<file path="config.mk">
export PLATFORM = sky130hd
export DESIGN_NAME = mips32_fetch_queue
export DESIGN_NICKNAME = d
export VERILOG_FILES = /design/src/rtl/mips32_pkg.sv /design/src/rtl/mips32_fetch_fifo.sv /design/src/rtl/mips32_fetch_queue.sv
export SDC_FILE = /design/constraint.sdc
export NUM_CORES = 1
export LEC_CHECK = 0
export ABC_AREA = 0
export BUFFER_PORTS_ARGS = -buffer_cell sky130_fd_sc_hd__buf_2
export CORE_MARGIN = 2
export CORE_UTILIZATION = 40
export DETAILED_ROUTE_END_ITERATION = 12
export HOLD_SLACK_MARGIN = 0.02
export PLACE_DENSITY = 0.6
export SYNTH_ARGS = -nofsm -noshare
export SYNTH_HDL_FRONTEND = slang
export SYNTH_SLANG_ARGS = --single-unit
</file>
<file path="constraint.sdc">
create_clock -name clk1 -period 3.28 [get_ports clk1]
set_clock_uncertainty 0.05 [all_clocks]
set_input_delay 0.656 -clock clk1 [delete_from_list [all_inputs] [get_ports clk1]]
set_output_delay 0.656 -clock clk1 [all_outputs]
set_load 0.1 [all_outputs]
</file>
<file path="src/rtl/mips32_pkg.sv">
// rtl/mips32_pkg.sv - shared MIPS32 constants, instruction classes and fetch FSM states
package mips32_pkg;

    localparam int WORD_W = 32;

    localparam logic [5:0] OP_ADD   = 6'h00;
    localparam logic [5:0] OP_SUB   = 6'h01;
    localparam logic [5:0] OP_AND   = 6'h02;
    localparam logic [5:0] OP_OR    = 6'h03;
    localparam logic [5:0] OP_SLT   = 6'h04;
    localparam logic [5:0] OP_MUL   = 6'h05;
    localparam logic [5:0] OP_LW    = 6'h08;
    localparam logic [5:0] OP_SW    = 6'h09;
    localparam logic [5:0] OP_ADDI  = 6'h0a;
    localparam logic [5:0] OP_SUBI  = 6'h0b;
    localparam logic [5:0] OP_SLTI  = 6'h0c;
    localparam logic [5:0] OP_BNEQZ = 6'h0d;
    localparam logic [5:0] OP_BEQZ  = 6'h0e;
    localparam logic [5:0] OP_HLT   = 6'h3f;

    typedef enum logic [2:0] {
        IT_RR_ALU,
        IT_RM_ALU,
        IT_LOAD,
        IT_STORE,
        IT_BRANCH,
        IT_HALT
    } instr_type_e;

    typedef enum logic [1:0] {
        FS_IDLE,
        FS_WAIT,
        FS_DROP
    } fetch_state_e;

    function automatic instr_type_e classify(input logic [5:0] op);
        instr_type_e t;
        t = IT_RR_ALU;
        case (op)
            OP_ADDI, OP_SUBI, OP_SLTI: t = IT_RM_ALU;
            OP_LW:                     t = IT_LOAD;
            OP_SW:                     t = IT_STORE;
            OP_BNEQZ, OP_BEQZ:         t = IT_BRANCH;
            OP_HLT:                    t = IT_HALT;
            default:                   t = IT_RR_ALU;
        endcase
        return t;
    endfunction

endpackage

</file>
<file path="src/rtl/mips32_fetch_fifo.sv">
// rtl/mips32_fetch_fifo.sv - DEPTH-entry synchronous FIFO holding {instruction, next pc}
// Flush wins over push and pop; the head entry is read combinationally.
module mips32_fetch_fifo #(
    parameter int DEPTH = 4,
    parameter int WIDTH = 64
) (
    input  logic                       clk1,
    input  logic                       rst_n,
    input  logic                       push,
    input  logic [WIDTH-1:0]           push_data,
    input  logic                       pop,
    input  logic                       flush,
    output logic [WIDTH-1:0]           head_data,
    output logic [$clog2(DEPTH):0]     count
);

    localparam int AW = $clog2(DEPTH);
    localparam int CW = AW + 1;
    localparam logic [CW-1:0] DEPTH_C = CW'(DEPTH);

    logic [WIDTH-1:0] mem_q [DEPTH];
    logic [AW-1:0]    wr_ptr_q, wr_ptr_d;
    logic [AW-1:0]    rd_ptr_q, rd_ptr_d;
    logic [CW-1:0]    count_q, count_d;
    logic             do_push, do_pop;

    assign do_push = push && !flush && (count_q != DEPTH_C);
    assign do_pop  = pop  && !flush && (count_q != '0);

    always_comb begin
        wr_ptr_d = wr_ptr_q;
        rd_ptr_d = rd_ptr_q;
        count_d  = count_q;
        if (flush) begin
            wr_ptr_d = '0;
            rd_ptr_d = '0;
            count_d  = '0;
        end else begin
            if (do_push) wr_ptr_d = wr_ptr_q + AW'(1);
            if (do_pop)  rd_ptr_d = rd_ptr_q + AW'(1);
            count_d = count_q + CW'(do_push) - CW'(do_pop);
        end
    end

    always_ff @(posedge clk1 or negedge rst_n) begin
        if (!rst_n) begin
            wr_ptr_q <= '0;
            rd_ptr_q <= '0;
            count_q  <= '0;
            for (int i = 0; i < DEPTH; i++) mem_q[i] <= '0;
        end else begin
            wr_ptr_q <= wr_ptr_d;
            rd_ptr_q <= rd_ptr_d;
            count_q  <= count_d;
            if (do_push) mem_q[wr_ptr_q] <= push_data;
        end
    end

    assign head_data = mem_q[rd_ptr_q];
    assign count     = count_q;

endmodule

</file>
<file path="src/rtl/mips32_fetch_queue.sv">
// rtl/mips32_fetch_queue.sv - instruction fetch unit: pc, one-outstanding request FSM, fetch queue
// A queue slot is reserved at issue, so a returning response can always be pushed.
module mips32_fetch_queue
    import mips32_pkg::*;
#(
    parameter int                DEPTH    = 4,
    parameter logic [WORD_W-1:0] RESET_PC = 32'h0
) (
    input  logic              clk1,
    input  logic              rst_n,
    input  logic              redirect_valid,
    input  logic [WORD_W-1:0] redirect_pc,
    input  logic              halt,
    output logic              imem_req,
    output logic [WORD_W-1:0] imem_addr,
    input  logic              imem_rvalid,
    input  logic [WORD_W-1:0] imem_rdata,
    output logic              out_valid,
    input  logic              out_ready,
    output logic [WORD_W-1:0] out_ir,
    output logic [WORD_W-1:0] out_npc
);

    localparam int CW = $clog2(DEPTH) + 1;
    localparam logic [CW-1:0] DEPTH_C = CW'(DEPTH);

    fetch_state_e        state_q, state_d;
    logic [WORD_W-1:0]   pc_q, pc_d;
    logic [CW-1:0]       count;
    logic [2*WORD_W-1:0] head;
    logic                issue, accept, pop;

    // Issue depends only on state and level inputs, never on imem_rvalid.
    assign issue  = rst_n && (state_q == FS_IDLE) && !halt && !redirect_valid && (count < DEPTH_C);
    assign accept = (state_q == FS_WAIT) && imem_rvalid && !redirect_valid;
    assign pop    = out_valid && out_ready && !redirect_valid;

    always_comb begin
        state_d = state_q;
        pc_d    = pc_q;
        case (state_q)
            FS_IDLE: if (issue) state_d = FS_WAIT;
            FS_WAIT: begin
                if (imem_rvalid)         state_d = FS_IDLE;
                else if (redirect_valid) state_d = FS_DROP;
            end
            FS_DROP: if (imem_rvalid) state_d = FS_IDLE;
            default: state_d = FS_IDLE;
        endcase
        if (redirect_valid)  pc_d = redirect_pc;
        else if (issue)      pc_d = pc_q + 32'd1;
    end

    always_ff @(posedge clk1 or negedge rst_n) begin
        if (!rst_n) begin
            state_q <= FS_IDLE;
            pc_q    <= RESET_PC;
        end else begin
            state_q <= state_d;
            pc_q    <= pc_d;
        end
    end

    // While WAIT, pc_q already holds fetch address + 1, which is the entry's npc.
    mips32_fetch_fifo #(
        .DEPTH (DEPTH),
        .WIDTH (2 * WORD_W)
    ) u_fifo (
        .clk1      (clk1),
        .rst_n     (rst_n),
        .push      (accept),
        .push_data ({imem_rdata, pc_q}),
        .pop       (pop),
        .flush     (redirect_valid),
        .head_data (head),
        .count     (count)
    );

    assign imem_req  = issue;
    assign imem_addr = issue ? pc_q : '0;
    assign out_valid = (count != '0);
    assign out_ir    = head[2*WORD_W-1:WORD_W];
    assign out_npc   = head[WORD_W-1:0];

endmodule

</file>
Yosys cells after proc, flatten, opt, wreduce, memory -nomap -nowiden --
Cells that the tools add are included.
Operators by class: order comparisons 4, reduce and logical (&&, ||, !) cells 21, equal/unequal tests 6, add/sub/neg operators 5, mux-type cells 19, bitwise gates (word level) 2
Operator list (count):
- bitwise mux 256 bit | 1
- 2-to-1 mux 64 bit | 3
- binary-select mux 64 bit (select 2 bit) | 1
- demux 64 bit (select 2 bit) | 1
- 2-to-1 mux 32 bit | 3
- adder 32 x 1 -> 32 bit, second input constant | 1
- 2-to-1 mux 2 bit | 8
- logical AND 1 bit | 13
- >= comparator 3 bit, second input constant | 2
- inequality test 3 bit, second input constant | 2
- NOT 2 -> 3 bit | 2
- case mux 2 bit (3 select lines) | 1
- nonzero test 2 bit | 3
- adder 2 x 1 -> 2 bit, second input constant | 2
- inequality test 2 bit, second input constant | 2
- adder 3 x 1 -> 3 bit | 1
- less-than comparator 3 x 1 -> 1 bit, second input constant | 1
- less-than comparator 3 bit, second input constant | 1
- 2-to-1 mux 3 bit | 1
- AND reduction 3 bit | 1
- nonzero test 3 bit | 1
- subtractor 3 x 1 -> 3 bit | 1
- == test 2 x 1 -> 1 bit, second input constant | 1
- == test 2 bit, second input constant | 1
- other kinds (2) | 3
Word-level totals: output and inout port bits 98, input bits 70, flip-flop bits (word level) 297, logic and storage cells 66

Longest topological paths before layout --
Gate-level depths: netlist of run 1.
word-level depth 8, gate-level depth with buffers 11, depth with buffers taken out 11

Modules after synthesis --
From an unflattened synthesis of run 1, not the netlist that was laid out.
Unflattened totals: cells, all modules 931, area, all modules 14715.4 µm²
By module, submodules not included:
- mips32_fetch_fifo | instances 1, area an instance 12421.9 µm², cells each 660, sequential area each 6581.3 µm²
- mips32_fetch_queue | instances 1, area an instance 2293.4 µm², cells each 271, sequential area each 850.8 µm²

Worst setup path before layout of run 1 --
Ideal clock, no wire load.
kind input port to output port, from input port halt, to output port imem_addr[19], data arrival time 3.107 ns, data required time 2.574 ns, path slack -0.533 ns, stages 7, buffers on the path 3, path through or4b_4 or3_1 buf_6 clkinv_2 buf_6 buf_2 and2_1
On the way: cells in the longest elaborated chain, start to end 5
RTL lines:
- start: declaration | line mips32_fetch_queue.sv:13 | input logic halt,
- logical NOT 1 bit | line mips32_fetch_queue.sv:34 | assign issue = rst_n && (state_q == FS_IDLE) && !halt && !redirect_valid && (count < DEPTH_C);
- logical AND 1 bit (3 in series) | line mips32_fetch_queue.sv:34
- net imem_req | line mips32_fetch_queue.sv:14 | output logic imem_req,
- 2-to-1 mux 32 bit | line mips32_fetch_queue.sv:80 | assign imem_addr = issue ? pc_q : '0;
- end: declaration | line mips32_fetch_queue.sv:15 | output logic [WORD_W-1:0] imem_addr,
The timed path passes the listed nets, and every way through them passes these cells.

Final worst setup path of run 1 --
from register u_fifo.count_q[2], in the netlist u_fifo.count[2], to output port imem_addr[12]
On the way: cells in the longest elaborated chain, start to end 3
RTL lines:
- start: declaration | line mips32_fetch_fifo.sv:24 | logic [CW-1:0] count_q, count_d;
- start signal: assignment | line mips32_fetch_fifo.sv:54 | count_q <= count_d;
- less-than comparator 3 bit | line mips32_fetch_queue.sv:34
- logical AND 1 bit | line mips32_fetch_queue.sv:34
- 2-to-1 mux 32 bit | line mips32_fetch_queue.sv:80
No other way between the ends.

==> results of run 1 <==
routing by layer:
metal | wire (um) | GRT usage (%) | part of all wire (%)
met3 | 1730 | 3.76 | 5.2
met1 | 14700 | 26.1 | 45
met5 | 0 | 0 | 0
met2 | 15700 | 30.2 | 48
met4 | 842 | 6.16 | 2.6
worst max-delay path by stage:
stage	start	end	cells past startpoint
3_5_place_dp	halt	imem_addr[21]	7
4_1_cts	u_fifo.count[2]	imem_addr[21]	6
3_3_place_gp	halt	imem_addr[12]	8
5_1_grt	u_fifo.count[2]	imem_addr[12]	7
6_report	u_fifo.count[2]	imem_addr[12]	7
2_1_floorplan	halt	imem_addr[3]	5
worst max-delay path, stage by stage, from the launching register on:
cell	delay, ns
dfrtp_2	0.42
or4b_4	0.55
or3_4	0.39
inv_8	0.10
buf_12	0.16
nand2_1	0.11
inv_2	0.10
buf_12	0.17
cell families after synthesis:
group	count (synthesis)	share of synthesized area, %
buffers and inverters	91	2.77
flip-flops	297	54.6
AO/OA/AOI/OAI	62	3.21
AND/OR/NAND/NOR	160	6.03
multiplexers	325	32.1
adder cells (fa/ha/maj)	8	0.790
XOR/XNOR	8	0.514
through the flow:
stage	utilization, %	worst slack, ns	power [uW]	TNS (ns)
floorplan	-	-0.108	9820	-0.301
finish	50.2	0.0753	14600	0
detailed placement	46.7	0.198	11000	0
CTS	50.0	-0.00769	14800	-0.0146
global route	50.2	0.00218	15200	0
global placement	46.7	0.219	10900	0
layout by cell type (no fill, tap or decap), drive strengths merged, types with 3 or more instances in the layout:
master,n
mux4,64
a22oi,5
buf,201
a221o,4
nor2,24
nand2,43
or3,4
mux2i,4
o211ai,7
xor2,6
nand4,14
nor3,10
diode,3
inv,14
o311ai,11
nand3,22
a21oi,7
o21ai,17
dfrtp,297
and2,27
nor4,3
clkbuf,51
mux2,257
ha,7
clkinv,7
and3,5
sequential cells by signal (all words and copies together), names as in the netlist:
signal / cells
u_fifo.wr_ptr_q: 2
u_fifo.count: 3
u_fifo.mem_q: 256
pc_q: 32
u_fifo.rd_ptr_q: 2
state_q: 2
cell type report:
class / count / area (sq um)
antenna: 3 / 7.51
inverter: 13 / 56.3
multi-input combinational: 563 / 5920
clock inverter: 9 / 73.8
fill: 2939 / 16700
timing repair buffer: 201 / 1750
clock buffer: 51 / 1040
tap: 448 / 561
sequential: 297 / 7440
power breakdown:
part           leakage [uW]  switching, uW  internal (uW)  total (uW)
Sequential          0.00398            432           4200        4630
Clock              0.000556           1460           2260        3720
Combinational       0.00354           4700           1560        6260
Total               0.00808           6590           8020       14600
repair_timing:
action,4_1_cts,5_1_grt
gates resized for setup,3,5
endpoints found under the setup margin,15,9
buffers inserted,0,5
==> qor.yml, run 1 <==
cts-buffers-inserted: 34
synth_top_cell_by_area: "dfrtp_1"
fin_crit_ns: 3.20
clock_sinks: 297
yosysWarnings: 0
seq_area_frac_synth_pct: 54.6
synth_top_area_share_pct: 54.6
drt_wl_total_um: 33000
holdWs_ns: 0.299
synth.top_cells.by_area: "dfrtp_1 (55%), mux2_2 (21%), mux4_2 (11%)"
synth_cell_types: 54
drt_first_pass_iters: 4
reg2reg_from: "pc_q[0]"
overflow: 0
p_leak_uw: 0.00808
io_pins: 168
reg2reg_depth: 6
grt_pass1_wl_um: 52500
insertion_delay_ns: 0.51
syn_inst: 951
dp_cells: 1517
cts_tree: "built"
synth_area_per_cell_sq_um: 14.3
grt_pass1_vias: 8938
synth_edf_count: 0
grt_antenna_before_repair: 2
drive_gt1_share_pct: 54.9
routabilityCongestion: 0.793
drcViolationCount: 0
fmax_ghz: 0.312
fp-row-count: 67
cp-end-kind: "output port"
numPortBuffers: 167
async_reset_ff_share_pct: 100
cap_viol_max_count: 0
slew_headroom_pct: 42.5
fin_cells: 1585
start_kind: "register"
min_path_type: "input pin to async pin"
r2r_end: "pc_q[30]"
vias: 8689
power_density_nw_per_um2: 867
wl_per_cell_um: 20.8
path_class: "register to output port"
die_w_um: 189
cts_buffer_depth: 3
critPathMaxFanout: 19
postPlaceCellArea_sq_um: 15700
vias_per_cell: 5.48
gr-usage-all-layers_pct: 18.9
slew_violations: 0
ir_drop_mv: 0.734
coreArea_sq_um: 33500
required_ns: 2.57
layout.nets: 1188
grt_max_degree: 141
setup_viol: 0
fin_area_sq_um: 16800
hpwl_um: 21700
dieArea_sq_um: 35500
synth_most_common_cell: "dfrtp_1"
r2r_slack_ns: 0.59
drtAntennaViolNets: 0
initial_utilization_pct: 40.6
crit_arrival_ns: 2.50
first_iter_violations: 517
syn_area_sq_um: 13600
root_buffer: "clkbuf_16"
post-route-period-util_pct: 97.7
synthTopCellsByCount: "dfrtp_1 (297), mux2_2 (257), mux4_2 (64), clkbuf_1 (54), nand2_1 (43)"
die_y_um: 189
finalHoldViolCount: 0
h-tree-depth: 2
clk_pin_slew_worst_paths_ns: 0.06
worst_pin_slew_ns: 0.862
status: "finished, final reports clean"
ys_seq_elements: 297
synth_flop_cell: "dfrtp_1"
postCtsHoldBufs: 0
area_growth_pct: 23.6
rsz0062_at_grt: "false"
syn_nets: 1029
No activity file was read; power rests on OpenSTA's default activity.
==> run 2, diff against run 1 <==
CORE_ASPECT_RATIO = 1.4   (was not set)
==> qor.yml, run 2 (synthesis gave the netlist of run 1 again) <==
status: "finished, final reports clean"
power_density_nw_per_um2: 851  # -1.8%
required_ns: 2.57  # about the same
layout.nets: 1191  # +0.25%
postPlaceCellArea_sq_um: 15700  # +0.26%
post-route-period-util_pct: 97.8  # about the same
first_iter_violations: 444  # -14%
rsz0062_at_grt: "false"
fin_area_sq_um: 16800  # -0.36%
fmax_ghz: 0.312  # about the same
cap_viol_max_count: 0  # unchanged
ir_drop_mv: 0.729  # -0.61%
cp_num_buf_inv: 3  # -1
insertion_delay_ns: 0.56  # +0.05 ns
layout_common_cells: "dfrtp_1 (295), mux2_2 (257), buf_2 (133)"
coreArea_sq_um: 33800  # +0.90%
largest_reg_flops: 256  # unchanged
drcViolationCount: 0  # unchanged
dp_cells: 1525  # +0.53%
vias_per_cell: 5.41  # -1.3%
start_kind: "register"
drive_gt1_share_pct: 55.0  # +0.18 points
path_cells: "or4b_4 > or3_4 > clkinv_8 > buf_12 > and2_2 > buf_12"
root_buffer: "clkbuf_16"
slew_violations: 0  # unchanged
area_growth_pct: 23.2
drt_first_pass_iters: 4  # unchanged
crit_family: "simple AND/OR/NAND/NOR gates"
worst_pin_slew_ns: 1.11  # +0.253 ns
numPortBuffers: 167  # unchanged
grt_pass1_vias: 9045  # +1.2%
crit_top_cell: "buf_12"
fin_cells: 1587  # +0.13%
overflow: 0  # unchanged
path_class: "register to output port"
routabilityCongestion: 0.769  # -3.1%
cts_tree: "built"
finalHoldViolCount: 0  # unchanged
clk_pin_slew_worst_paths_ns: 0.06  # about the same
critical_path.max_stage_delay_ns: 0.55  # about the same
power_uw: 14300  # -2.2%
cts-buffers-inserted: 29  # -15%
die_y_um: 222  # +18%
crit_arrival_ns: 2.50  # about the same
critPathSlowestCell: "or4b_4"
gr-usage-all-layers_pct: 18.7  # -0.18 points
grt_max_degree: 186  # +32%
largest-register: "u_fifo.mem_q"
final_common_cell: "dfrtp_1"
dieArea_sq_um: 35600  # about the same
die_w_um: 160  # -15%
fp-row-count: 80  # +19%
fillerInstances: 3013  # +2.5%
setup_viol: 0  # unchanged
min_path_type: "input pin to async pin"
clock_sinks: 297  # unchanged
initial_utilization_pct: 40.3  # -0.36 points
grt_pass1_wl_um: 52400  # -0.30%
cp-end-kind: "output port"
p_leak_uw: 0.00805  # -0.39%
drt_wl_total_um: 33100  # +0.25%
cts_buffer_depth: 3  # unchanged
h-tree-depth: 1  # -1
wl_per_cell_um: 20.8  # +0.13%
fin_crit_ns: 3.21  # +0.00181 ns
vias: 8585  # -1.2%
fin_util_pct: 49.6  # -0.62 points
io_pins: 168  # unchanged
drtAntennaViolNets: 0  # unchanged
critPathMaxFanout: 16  # -3
hpwl_um: 21500  # -0.93%
postCtsHoldBufs: 0  # unchanged
slew_headroom_pct: 25.7  # -17 points
grt_antenna_before_repair: 2  # unchanged
## run 2: changes by cell type in the layout (fill, tap and decap cells not counted), moves of 2 or more
cell,previous run,this run
clkbuf_16,35,29
buf_4,22,27
clkbuf_8,10,6
and2_4,8,10
buf_6,0,2
clkinvlp_4,0,2
## run 2: through the flow
stage	setup WS [ns]	hold WS (ns)	TNS, ns
CTS	0.00268	0.205	0
global placement	0.145	0.431	0
detailed placement	0.117	0.437	0
finish	0.0735	0.212	0
global route	0.00407	0.230	0
floorplan	-0.108	0.310	-0.301
## run 2: layout make-up
| cell class | count | area (sq um) | area share [%] |
|---|---|---|---|
| Antenna cell | 2 | 5.00 | 0.0298 |
| Clock buffer | 40 | 827 | 4.93 |
| Clock inverter | 12 | 119 | 0.708 |
| Inverter | 13 | 61.3 | 0.365 |
| Multi-Input combinational cell | 563 | 5930 | 35.3 |
| Sequential cell | 297 | 7440 | 44.3 |
| Tap cell | 451 | 564 | 3.36 |
| Timing Repair Buffer | 209 | 1830 | 10.9 |
## run 2: repair_timing
action	4_1_cts	5_1_grt
setup buffers	3	5
endpoints found under the setup margin	25	35
resized for setup	7	6
## run 2: path summary, 6_finish.rpt
path,start,endpoint,slack (ns),depth (start not counted)
worst max register to register,state_q[0],pc_q[6],0.74,7
min in group clk1,imem_rvalid,state_q[1],0.23,2
worst max-delay path,state_q[0],imem_addr[19],0.07,6
worst min register to register,u_fifo.mem_q[102],u_fifo.mem_q[102],0.45,1
worst min-delay path,rst_n,u_fifo.mem_q[72],0.21,2
max in group asynchronous,rst_n,u_fifo.mem_q[34],1.43,3
## run 2: power by group
group	switching, uW	internal, uW	total, uW
combinational	4730	1610	6340
sequential	427	4190	4620
clock	1420	1910	3330
total	6570	7720	14300
## run 2: metal layers
metal  track usage, %  up-vias  routed length [um]
met3             2.41       52                1370
met5                0        -                   0
li1                 -     3828                   -
met4             6.66        0                1060
met1             24.7     4496               14000
met2             32.0      209               16600
==> run 3, diff against run 2 <==
PLACE_DENSITY = 0.7   (was 0.6)
==> qor.yml, run 3 (synthesis gave the netlist of run 1 again) <==
r2r_slack_ns: 0.71  # -0.03 ns
layout_common_cells: "dfrtp_1 (295), mux2_2 (257), buf_2 (133)"
critical_path.max_stage_delay_ns: 0.55  # about the same
crit_top_cell: "buf_12"
die_w_um: 160  # unchanged
grt_pass1_wl_um: 51700  # -1.3%
fmax_ghz: 0.308  # -1.3%
coreArea_sq_um: 33800  # unchanged
routabilityCongestion: 0.796  # +3.5%
status: "finished, final reports clean"
worst_pin_slew_ns: 1.03  # -0.0887 ns
final_common_cell: "dfrtp_1"
vias_per_cell: 5.46  # +0.96%
area_growth_pct: 23.2  # unchanged
critPathSlowestCell: "or4b_4"
post-route-period-util_pct: 99.0  # +1.3 points
path_cells: "or4b_4 > or3_4 > clkinv_4 > buf_12 > and2_1 > buf_12"
power_density_nw_per_um2: 862  # +1.3%
layout.nets: 1183  # -0.67%
vias: 8624  # +0.45%
cp-end-kind: "output port"
largest-register: "u_fifo.mem_q"
crit_arrival_ns: 2.54  # +0.04 ns
required_ns: 2.57  # about the same
ir_drop_mv: 0.514  # -29%
slew_headroom_pct: 31.6  # +5.9 points
path_class: "register to output port"
cts_buffer_depth: 3  # unchanged
drt_wl_total_um: 32400  # -2.2%
swShare_pct: 45.1  # -0.86 points
fin_area_sq_um: 16800  # unchanged
drtAntennaViolNets: 0  # unchanged
postPlaceCellArea_sq_um: 15700  # -0.14%
comb_power_share_pct: 43.3  # -1.1 points
postCtsHoldBufs: 0  # unchanged
routed-wl-met2_um: 17100  # +2.5%
largest_reg_flops: 256  # unchanged
wl_met1_um: 13100  # -6.6%
drive_gt1_share_pct: 54.6  # -0.46 points
critPathMaxFanout: 18  # +2
power.internal_uw: 7940  # +2.9%
p_leak_uw: 0.00803  # -0.24%
cts-buffers-inserted: 30  # +3.4%
setup_viol: 0  # unchanged
seqPwrFrac_pct: 31.9  # -0.4 points
gr-usage-all-layers_pct: 18.4  # -0.36 points
grt_antenna_before_repair: 1  # -1
first_iter_violations: 588  # +32%
insertion_delay_ns: 0.56  # about the same
root_buffer: "clkbuf_16"
slew_violations: 0  # unchanged
hpwl_um: 21200  # -1.1%
min_path_type: "input pin to async pin"
drt_first_pass_iters: 4  # unchanged
drcViolationCount: 0  # unchanged
h-tree-depth: 1  # unchanged
fin_crit_ns: 3.25  # +0.0413 ns
fp-row-count: 80  # unchanged
crit_family: "simple AND/OR/NAND/NOR gates"
wl_met3_um: 1430  # +4.5%
io_pins: 168  # unchanged
grt_max_degree: 164  # -12%
initial_utilization_pct: 40.3  # unchanged
fin_cells: 1579  # -0.50%
dieArea_sq_um: 35600  # unchanged
dp_cells: 1522  # -0.20%
start_kind: "register"
cp_num_buf_inv: 3  # unchanged
cts_tree: "built"
numPortBuffers: 167  # unchanged
clock_sinks: 297  # unchanged
pwr-share-clk_pct: 24.8  # +1.5 points
p_switching_uw: 6530  # -0.63%
top_layer: "met4"
die_y_um: 222  # unchanged
cap_viol_max_count: 0  # unchanged
overflow: 0  # unchanged
clk_pin_slew_worst_paths_ns: 0.06  # about the same
rsz0062_at_grt: "true"
grt_pass1_vias: 9032  # -0.14%
wl_per_cell_um: 20.5  # -1.7%
finalHoldViolCount: 0  # unchanged
[run 3: changes by cell type in the layout (fill, tap and decap cells not counted), moves of 2 or more]
cell,before,now
clkinv_2,7,2
clkbuf_16,29,31
buf_4,27,20
clkbuf_8,6,10
[run 3: layer usage]
metal,vias to the layer above,GRT usage [%]
met4,0,5.70
li1,3820,-
met5,-,0
met2,197,33.1
met1,4561,22.8
met3,46,2.74
[run 3: timing repair]
item,CTS,global route
endpoints found under the setup margin,28,11
resized for setup,5,4
buffers inserted,2,0
cloned,0,0
[run 3: path summary, 6_finish.rpt]
path                                        from           endpoint  cells past startpoint
worst min-delay path                       rst_n  u_fifo.mem_q[134]                      2
min in group clk1                    imem_rvalid         state_q[1]                      2
worst max register to register        state_q[0]           pc_q[23]                      8
max in group asynchronous                  rst_n   u_fifo.mem_q[31]                      3
worst min register to register  u_fifo.mem_q[65]   u_fifo.mem_q[65]                      1
worst max-delay path                  state_q[0]      imem_addr[17]                      6
[run 3: area by class of cell]
cell class	instances	area, sq um
Antenna cell	1	2.50
Clock buffer	47	936
Clock inverter	7	115
Fill cell	2924	17100
Inverter	13	53.8
Multi-Input combinational cell	563	5930
Sequential cell	297	7440
Tap cell	451	564
Timing Repair Buffer	200	1740
[run 3: worst register-to-register path, cell delays in order (launching register included)]
cell and delay [ns]:
dfrtp_1 0.42, or4b_4 0.55, or3_4 0.37, clkinv_4 0.10
buf_4 0.13, buf_4 0.14, nor2_2 0.14, a22o_1 0.24
or3_1 0.30
[run 3: through the flow]
stage               total power, uW  TNS, ns  util [%]  worst slack [ns]  hold WS, ns
floorplan                      9820   -0.301         -            -0.108        0.310
global placement              10900        0      46.3             0.223        0.431
detailed placement            11000        0      46.3             0.197        0.437
CTS                           14600        0      49.6            0.0169        0.206
global route                  15000   -0.160      49.6           -0.0403        0.234
finish                        14500        0      49.6            0.0322        0.198
[run 3: power groups by stage]
stage	clock network, uW	registers (uW)	logic, uW
2_1_floorplan	0	4430	5390
3_3_place_gp	0	4650	6270
3_5_place_dp	0	4680	6310
4_1_cts	3690	4620	6330
5_1_grt	3840	4700	6490
6_report	3580	4620	6260
